`config.mk`:
```
export PLATFORM = sky130hd
export DESIGN_NAME = div_seq
export DESIGN_NICKNAME = d
export VERILOG_FILES = /design/src/rtl/div_seq.sv
export SDC_FILE = /design/constraint.sdc
export NUM_CORES = 1
export LEC_CHECK = 0
export CORE_MARGIN = 4
export CORE_UTILIZATION = 44
export DETAILED_ROUTE_END_ITERATION = 12
export PLACE_DENSITY = 0.78
export SYNTH_ARGS = -nofsm -noshare
export SYNTH_HDL_FRONTEND = slang
export SYNTH_SLANG_ARGS = --single-unit
```
`constraint.sdc`:
```
create_clock -name CLK -period 1.85 [get_ports CLK]
set_input_delay 0.4625 -clock CLK [delete_from_list [all_inputs] [get_ports CLK]]
set_output_delay 0.4625 -clock CLK [all_outputs]
set_load 0.01 [all_outputs]
```
`src/rtl/div_seq.sv`:
```
// Sequential restoring divider for MIPS DIV/DIVU. It borrows the shared 64-bit adder,
// using one add/subtract per cycle, and has a fixed 37-cycle latency for non-zero divisors.
module div_seq #(
  parameter logic [31:0] ZERO_QUOT = 32'hFFFF_FFFF,
  parameter int unsigned ITER_N    = 32
) (
  input  logic        CLK,
  input  logic        RESETN,
  input  logic        START,
  input  logic        SIGNED,
  input  logic [31:0] DIVIDEND,
  input  logic [31:0] DIVISOR,
  input  logic        CANCEL,
  output logic        BUSY,
  output logic        DONE,
  output logic [31:0] QUOTIENT,
  output logic [31:0] REMAINDER,
  output logic        DIV_ZERO,
  output logic [63:0] ADD_A,
  output logic [63:0] ADD_B,
  output logic        ADD_SUB,
  output logic        ADD_CIN,
  input  logic [63:0] ADD_SUM
);

  localparam int unsigned CntW = $clog2(ITER_N);
  localparam logic [CntW-1:0] LastCnt = CntW'(ITER_N - 1);

  typedef enum logic [2:0] {
    StIdle, StNegA, StNegB, StIter, StFixQ, StFixR, StFinish
  } state_e;

  state_e          state_q;
  logic            signed_q;
  logic            sign_a_q;
  logic            sign_b_q;
  logic [31:0]     a_abs_q;   // dividend magnitude, then quotient bits shifted in
  logic [31:0]     b_abs_q;
  logic [31:0]     rem_q;     // partial remainder; always < divisor, so 32 bits suffice
  logic [CntW-1:0] cnt_q;
  logic [31:0]     quot_q;
  logic [31:0]     rem_out_q;
  logic            div_zero_q;
  logic            done_q;

  logic        neg_a;
  logic        neg_b;
  logic        neg_q;
  logic [32:0] p;
  logic        trial_ok;
  logic        unused_sum;

  assign neg_a    = signed_q & sign_a_q;
  assign neg_b    = signed_q & sign_b_q;
  assign neg_q    = signed_q & (sign_a_q ^ sign_b_q);
  assign p        = {rem_q, a_abs_q[31]};
  assign trial_ok = ~ADD_SUM[63];
  assign unused_sum = ^ADD_SUM[62:32];

  // Adder drive is decoded from the current state so ADD_SUM is usable in the same cycle.
  always_comb begin
    ADD_A   = '0;
    ADD_B   = '0;
    ADD_SUB = 1'b0;
    case (state_q)
      StNegA: begin
        if (neg_a) begin
          ADD_B   = {32'b0, a_abs_q};
          ADD_SUB = 1'b1;
        end
      end
      StNegB: begin
        if (neg_b) begin
          ADD_B   = {32'b0, b_abs_q};
          ADD_SUB = 1'b1;
        end
      end
      StIter: begin
        ADD_A   = {31'b0, p};
        ADD_B   = {32'b0, b_abs_q};
        ADD_SUB = 1'b1;
      end
      StFixQ: begin
        if (neg_q) begin
          ADD_B   = {32'b0, a_abs_q};
          ADD_SUB = 1'b1;
        end
      end
      StFixR: begin
        if (neg_a) begin
          ADD_B   = {32'b0, rem_q};
          ADD_SUB = 1'b1;
        end
      end
      default: ;
    endcase
  end

  always_ff @(posedge CLK or negedge RESETN) begin
    if (!RESETN) begin
      state_q    <= StIdle;
      signed_q   <= 1'b0;
      sign_a_q   <= 1'b0;
      sign_b_q   <= 1'b0;
      a_abs_q    <= '0;
      b_abs_q    <= '0;
      rem_q      <= '0;
      cnt_q      <= '0;
      quot_q     <= '0;
      rem_out_q  <= '0;
      div_zero_q <= 1'b0;
      done_q     <= 1'b0;
    end else begin
      done_q <= 1'b0;
      if (state_q != StIdle && CANCEL) begin
        state_q <= StIdle;
      end else begin
        case (state_q)
          StIdle: begin
            if (START && !CANCEL) begin
              signed_q   <= SIGNED;
              sign_a_q   <= DIVIDEND[31];
              sign_b_q   <= DIVISOR[31];
              a_abs_q    <= DIVIDEND;
              b_abs_q    <= DIVISOR;
              div_zero_q <= 1'b0;
              if (DIVISOR == '0) begin
                quot_q     <= ZERO_QUOT;
                rem_out_q  <= DIVIDEND;
                div_zero_q <= 1'b1;
                done_q     <= 1'b1;
                state_q    <= StFinish;
              end else begin
                state_q <= StNegA;
              end
            end
          end
          StNegA: begin
            if (neg_a) a_abs_q <= ADD_SUM[31:0];
            state_q <= StNegB;
          end
          StNegB: begin
            if (neg_b) b_abs_q <= ADD_SUM[31:0];
            rem_q   <= '0;
            cnt_q   <= '0;
            state_q <= StIter;
          end
          StIter: begin
            rem_q   <= trial_ok ? ADD_SUM[31:0] : p[31:0];
            a_abs_q <= {a_abs_q[30:0], trial_ok};
            cnt_q   <= cnt_q + CntW'(1);
            if (cnt_q == LastCnt) state_q <= StFixQ;
          end
          StFixQ: begin
            quot_q  <= neg_q ? ADD_SUM[31:0] : a_abs_q;
            state_q <= StFixR;
          end
          StFixR: begin
            rem_out_q <= neg_a ? ADD_SUM[31:0] : rem_q;
            done_q    <= 1'b1;
            state_q   <= StFinish;
          end
          StFinish: state_q <= StIdle;
          default:  state_q <= StIdle;
        endcase
      end
    end
  end

  assign BUSY      = (state_q != StIdle);
  assign DONE      = done_q;
  assign QUOTIENT  = quot_q;
  assign REMAINDER = rem_out_q;
  assign DIV_ZERO  = div_zero_q;
  assign ADD_CIN   = 1'b0;

endmodule

```
Yosys cells after proc, flatten, opt, wreduce, memory -nomap -nowiden
Index checks and enable logic that the tools add are counted.
Word-level totals
  ROM bits: 0
  memories: 0
  latch bits: 0
  logic and storage cells: 86
  RAM bits: 0
  output and inout bits: 197
  register bits: 173
  bits of input ports: 133
Cells by class
  add/sub/neg operators: 1
  order comparisons: 0
  bitwise gates (word level): 6
  reduce and logical (&&, ||, !) cells: 19
  multiplexer cells: 36
  multipliers: 0
  shift-type cells: 0
  equal/unequal tests: 12
  div/mod/pow operators: 0
Operator list (count)
  32-bit two-way mux: 15
  32-bit case mux with 2 select lines: 4
  32-bit case mux with 5 select lines: 1
  32-bit case mux with 3 select lines: 1
  33-bit two-way mux: 1
  32-bit zero test: 1
  3-bit case mux with 6 select lines: 1
  4-bit AND reduction: 4
  3-bit two-way mux: 4
  5-bit case mux with 2 select lines: 1
  2-bit inequality test (second input constant): 4
  2-bit nonzero test: 4
  3-bit by 2-bit == test with 1-bit output (second input constant): 2
  3-bit == test (second input constant): 2
  1-bit two-way mux: 6
  3-bit inequality test (second input constant): 2
  3-bit nonzero test: 2
  5-bit by 1-bit adder with 5-bit output (second input constant): 1
  5-bit == test (second input constant): 1
  1-bit case mux with 4 select lines: 1
  2-bit AND reduction: 2
  1-bit bitwise AND: 3
  3-bit by 1-bit == test with 1-bit output (second input constant): 1
  3-bit zero test: 1
  7 further kinds: 9

Logic depth before layout (Yosys ltp)
  depth in word-level cells: 5
  gate-level depth with buffers: 7
  mapped depth without buffers: 7

Worst setup path before layout
Ideal clock, no wire load.
  kind: register to output
  from: register state_q[2]
  to: output port ADD_B[14]
  stages on the path, launching flop included: 7
  required time: 1.387 ns
  slack: -0.114 ns
  data arrival time: 1.501 ns
  buffers on the path: 2
  path through: dfrtp_1 > buf_2 > nor3b_4 > nand3_2 > nand2_1 > buf_2 > a221o_1
Between the ends
  cells in the longest elaborated chain, start to end: 2
  elaborated cells on any way between the ends: 6
  classes of those cells: eq/ne: 5; mux: 1
Ends and longest elaborated chain
  start, declared: RTL line 33  | state_e state_q;
  start signal, assigned: RTL line 101  | state_q <= StIdle;
  start signal, assigned: RTL line 116  | state_q <= StIdle;
  start signal, assigned: RTL line 132  | state_q <= StFinish;
  3-bit == test, or another cell as far along: RTL line 65  | case (state_q)
  32-bit case mux with 5 select lines (*): RTL line 65
  end, declared: RTL line 20  | output logic [63:0] ADD_B,
Every way passes the cells marked *; elsewhere a longest branch is shown, timed or not.

Final worst setup path
  from: register sign_b_q
  to: output port ADD_B[18]
Between the ends
  cells in the longest elaborated chain, start to end: 4
  elaborated cells on any way between the ends: 6
  classes of those cells: mux: 3; bitwise: 3
Ends and longest elaborated chain
  start, declared: RTL line 36  | logic sign_b_q;
  start signal, assigned: RTL line 123  | sign_b_q <= DIVISOR[31];
  1-bit bitwise XOR: RTL line 55  | assign neg_q = signed_q & (sign_a_q ^ sign_b_q);
  1-bit bitwise AND: RTL line 55
  32-bit two-way mux: RTL line 84  | if (neg_q) begin
  32-bit case mux with 5 select lines (*): RTL line 65
Marked as above.

==> summary.txt <==
Die
  • Die width: 169 µm
  • Die area: 0.0286 mm²
  • Core Box Area: 0.0254 mm²
  • Initial Util: 0.450
  • Die height: 169 µm
  • FP Rows: 58
  • Top Ports: 330

Setup path
  • CP Class: reg -> out
  • Delay-heaviest family, CP: buffers and inverters
  • CP startpoint: sign_b_q$_DFFE_PN0P_
  • Reg2Reg Setup Slack: -0.76 ns
  • Worst Path Arrival: 2.20 ns
  • Crit-path max cell delay: 0.45 ns
  • CP Data Required Time: 1.39 ns
  • Maximum fanout along the worst path: 5
  • Crit path depth: 8
  • Cells along the critical path: xor2_4 > nand4_1 > a21oi_4 > buf_6 > buf_8 > buf_12 > a221o_1 > buf_2
  • CP Launch Type: register
  • Critical path buffers and inverters: 4
  • Worst Reg2Reg Path Length in Cells: 12
  • FF-to-FF Start: state_q[0]$_DFFE_PN0P_
  • Crit path to: ADD_B[18]
  • Reg-to-Reg End: b_abs_q[2]$_DFFE_PN0P_
  • Critical path capture point type: primary output
  • Slowest cell on crit path: dfrtp_2

STA
  • Setup_tns: -74.63 ns
  • Actual slew at the worst max-slew pin: 0.781 ns
  • Max Slew Vio Count: 0
  • Worst slew margin: 0.480
  • Final count of hold timing violations: 0
  • Final Worst Setup Slack: -0.816 ns
  • Final setup viols: 197
  • Max Freq: 375 MHz
  • Period utilization: 1.44
  • Post-Route Skew: 0.0118 ns
  • Crit path time final: 2.67 ns
  • RSZ-0062 raised after global routing: yes

Cells and area
  • Nets: 1710
  • Multi-input logic area: 0.00720 mm²
  • Fin cells: 1918
  • Post-route cell area: 0.0177 mm²
  • Antenna cells: 0
  • Commonest cells after routing, fill and taps aside: 166 x dfrtp_1, 116 x buf_4, 100 x clkdlybuf4s50_1
  • Commonest non-fill, non-tap cell in the layout: dfrtp_1
  • Area Overhead vs Synth: 55.3%
  • Fillers: 1829
  • Reg area: 0.00434 mm²
  • Share of layout cells above drive strength 1: 0.346
  • Final core occ: 0.699

GRT
  • Antenna violations before repair: 1
  • First-pass GRT wire length: 69.6 mm
  • Total congestion overflow: 0
  • Largest net degree at the start of global routing: 78
  • Vias in the first global route: 11600
  • GRT Util Overall: 0.310

Hold path
  • Worst min path class: in -> async

Synthesis
  • Yosys cell types: 52
  • Synth warnings: 0
  • Ys flop type: dfrtp_1
  • Number of synthesized flops with an enable pin: 0
  • Async S/R FF share, synth: 1.00
  • Syn Std Cell Area: 0.0114 mm²
  • #FFs+latches synth: 173
  • Cells after Synth: 1225
  • Sequential area share after synthesis: 0.379
  • Syn avg cell area: 9.33 µm²

Pwr
  • Final Power: 0.0197 W
  • Pwr/cell area: 1110 mW/mm²
  • Max VDD drop: 0.00106 V
  • Leak: 8.10 nW

Placement
  • Port bufs: 234
  • HPWL Detailed: 30.5 mm
  • Post-place instance area: 0.0149 mm²
  • Placed insts: 1811
  • GP Congestion: 0.933

CTS
  • CTS max path bufs: 2
  • Clock root buffer: clkbuf_16
  • Worst-Skew Late Latency: 0.44 ns
  • Clock slew at reported path FFs: 0.07 ns
  • H-tree levels: 4
  • CTS tree: built
  • # clock sinks: 173
  • CTS buffer count: 17

Detailed routing
  • Post-DRT Antenna Nets: 0
  • Vias per std cell: 6.32
  • DRT iter0 DRCs: 1498
  • WL/cell: 26.0 µm
  • DRC Markers: 0
  • Detailed Routing Iterations Pass 1: 5
  • Vias: 12100
  • Final wirelength: 49.8 mm

Run
  • MaxCap Viol Count: 0

Status
  • Failing checks: negative setup slack
  • Status: finished, violations left
## cell usage after synthesis (3+ instances only)
master	number	share of area
o21ai_0	37	0.016
o2111ai_1	31	0.024
nand2_1	54	0.018
and2_1	33	0.018
inv_1	65	0.021
a221o_1	32	0.028
clkbuf_1	65	0.021
buf_4	68	0.045
nor4_1	8	0.0044
nor2b_1	4	0.0022
nand4_1	5	0.0027
o211ai_1	32	0.021
a21oi_1	97	0.042
o32ai_1	33	0.025
a211oi_1	32	0.021
buf_1	8	0.0026
nand3_1	34	0.015
mux2_2	64	0.063
and3_1	99	0.054
xor2_1	3	0.0023
a2bb2oi_1	33	0.025
buf_6	7	0.0069
nor2_1	43	0.014
buf_2	37	0.016
mux2i_1	94	0.082
dfrtp_1	173	0.38
## logic make-up (layout without fill, tap and decap cells)
group                      Yosys count  count (layout)  share of synthesized area
and+or+nand+nor                    296             296                      0.141
other                                1              64                   0.000328
buffers and inverters              251             549                      0.113
adders and majority gates            2               2                    0.00219
DFF                                173             173                      0.379
xor gates and xnor gates             3               3                    0.00230
muxes                              159             159                      0.146
AOI/OAI and AO/OA                  340             342                      0.215
## report_power, final
part	switching, W	internal (W)
clock network	0.00184	0.00184
logic	0.00536	0.00476
registers	0.00103	0.00492
total	0.00823	0.0115
## metal layers
layer	global-route usage	vias up	routed length (µm)
li1	-	5121	-
met1	0.406	5900	18600
met2	0.498	879	22900
met3	0.0759	222	5410
met4	0.118	2	2880
met5	0	-	13
## per-stage QoR
stage	hold WS [ns]	setup WS [ns]
6_report	0.448	-0.816
5_1_grt	0.454	-0.879
4_1_cts	0.448	-0.767
3_5_place_dp	0.329	-0.596
3_3_place_gp	0.329	-0.563
2_1_floorplan	0.167	-0.0139
## flip-flops by register name, summed over array words and instances (netlist names)
signal     flops
sign_a_q       1
sign_b_q       1
cnt_q          5
rem_q         32
a_abs_q       32
QUOTIENT      32
DONE           1
state_q        3
b_abs_q       32
signed_q       1
DIV_ZERO       1
REMAINDER     32
## layout make-up
cell class	instances	share of cell area
sequential	173	0.245
multi-input combinational	866	0.406
tap	330	0.0233
inverter	66	0.0140
timing repair buffer	451	0.279
clock buffer	18	0.0248
clock inverter	14	0.00825
## worst register-to-register path: stages (launching register included)
cell and delay [ns]:
dfrtp_2 0.43, buf_6 0.14, nor3b_4 0.28, nand3_4 0.16
buf_6 0.15, buf_6 0.10, buf_6 0.10, buf_6 0.11
buf_6 0.11, a21oi_4 0.25, buf_6 0.18, buf_12 0.16
mux2_4 0.32
## how the worst min path moves through the flow
stage                       from  cells after the start                       to  slack (ns)
after floorplan           RESETN                      0     DIV_ZERO$_DFFE_PN0P_        0.17
after global placement    RESETN                      1  a_abs_q[31]$_DFFE_PN0P_        0.33
after detailed placement  RESETN                      1  QUOTIENT[0]$_DFFE_PN0P_        0.33
after CTS                 RESETN                      2  a_abs_q[31]$_DFFE_PN0P_        0.45
after global routing      RESETN                      2   a_abs_q[2]$_DFFE_PN0P_        0.45
final                     RESETN                      2   a_abs_q[2]$_DFFE_PN0P_        0.45
## timing repair
action | CTS | global route
pin swaps | 46 | 84
hold buffers | 1 | 0
endpoints found under the setup margin | 268 | 281
resized for setup | 446 | 270
setup buffers | 38 | 32
gates cloned | 12 | 12
endpoints found under the hold margin | 14 | 0
No activity file was read; power rests on OpenSTA's default activity.
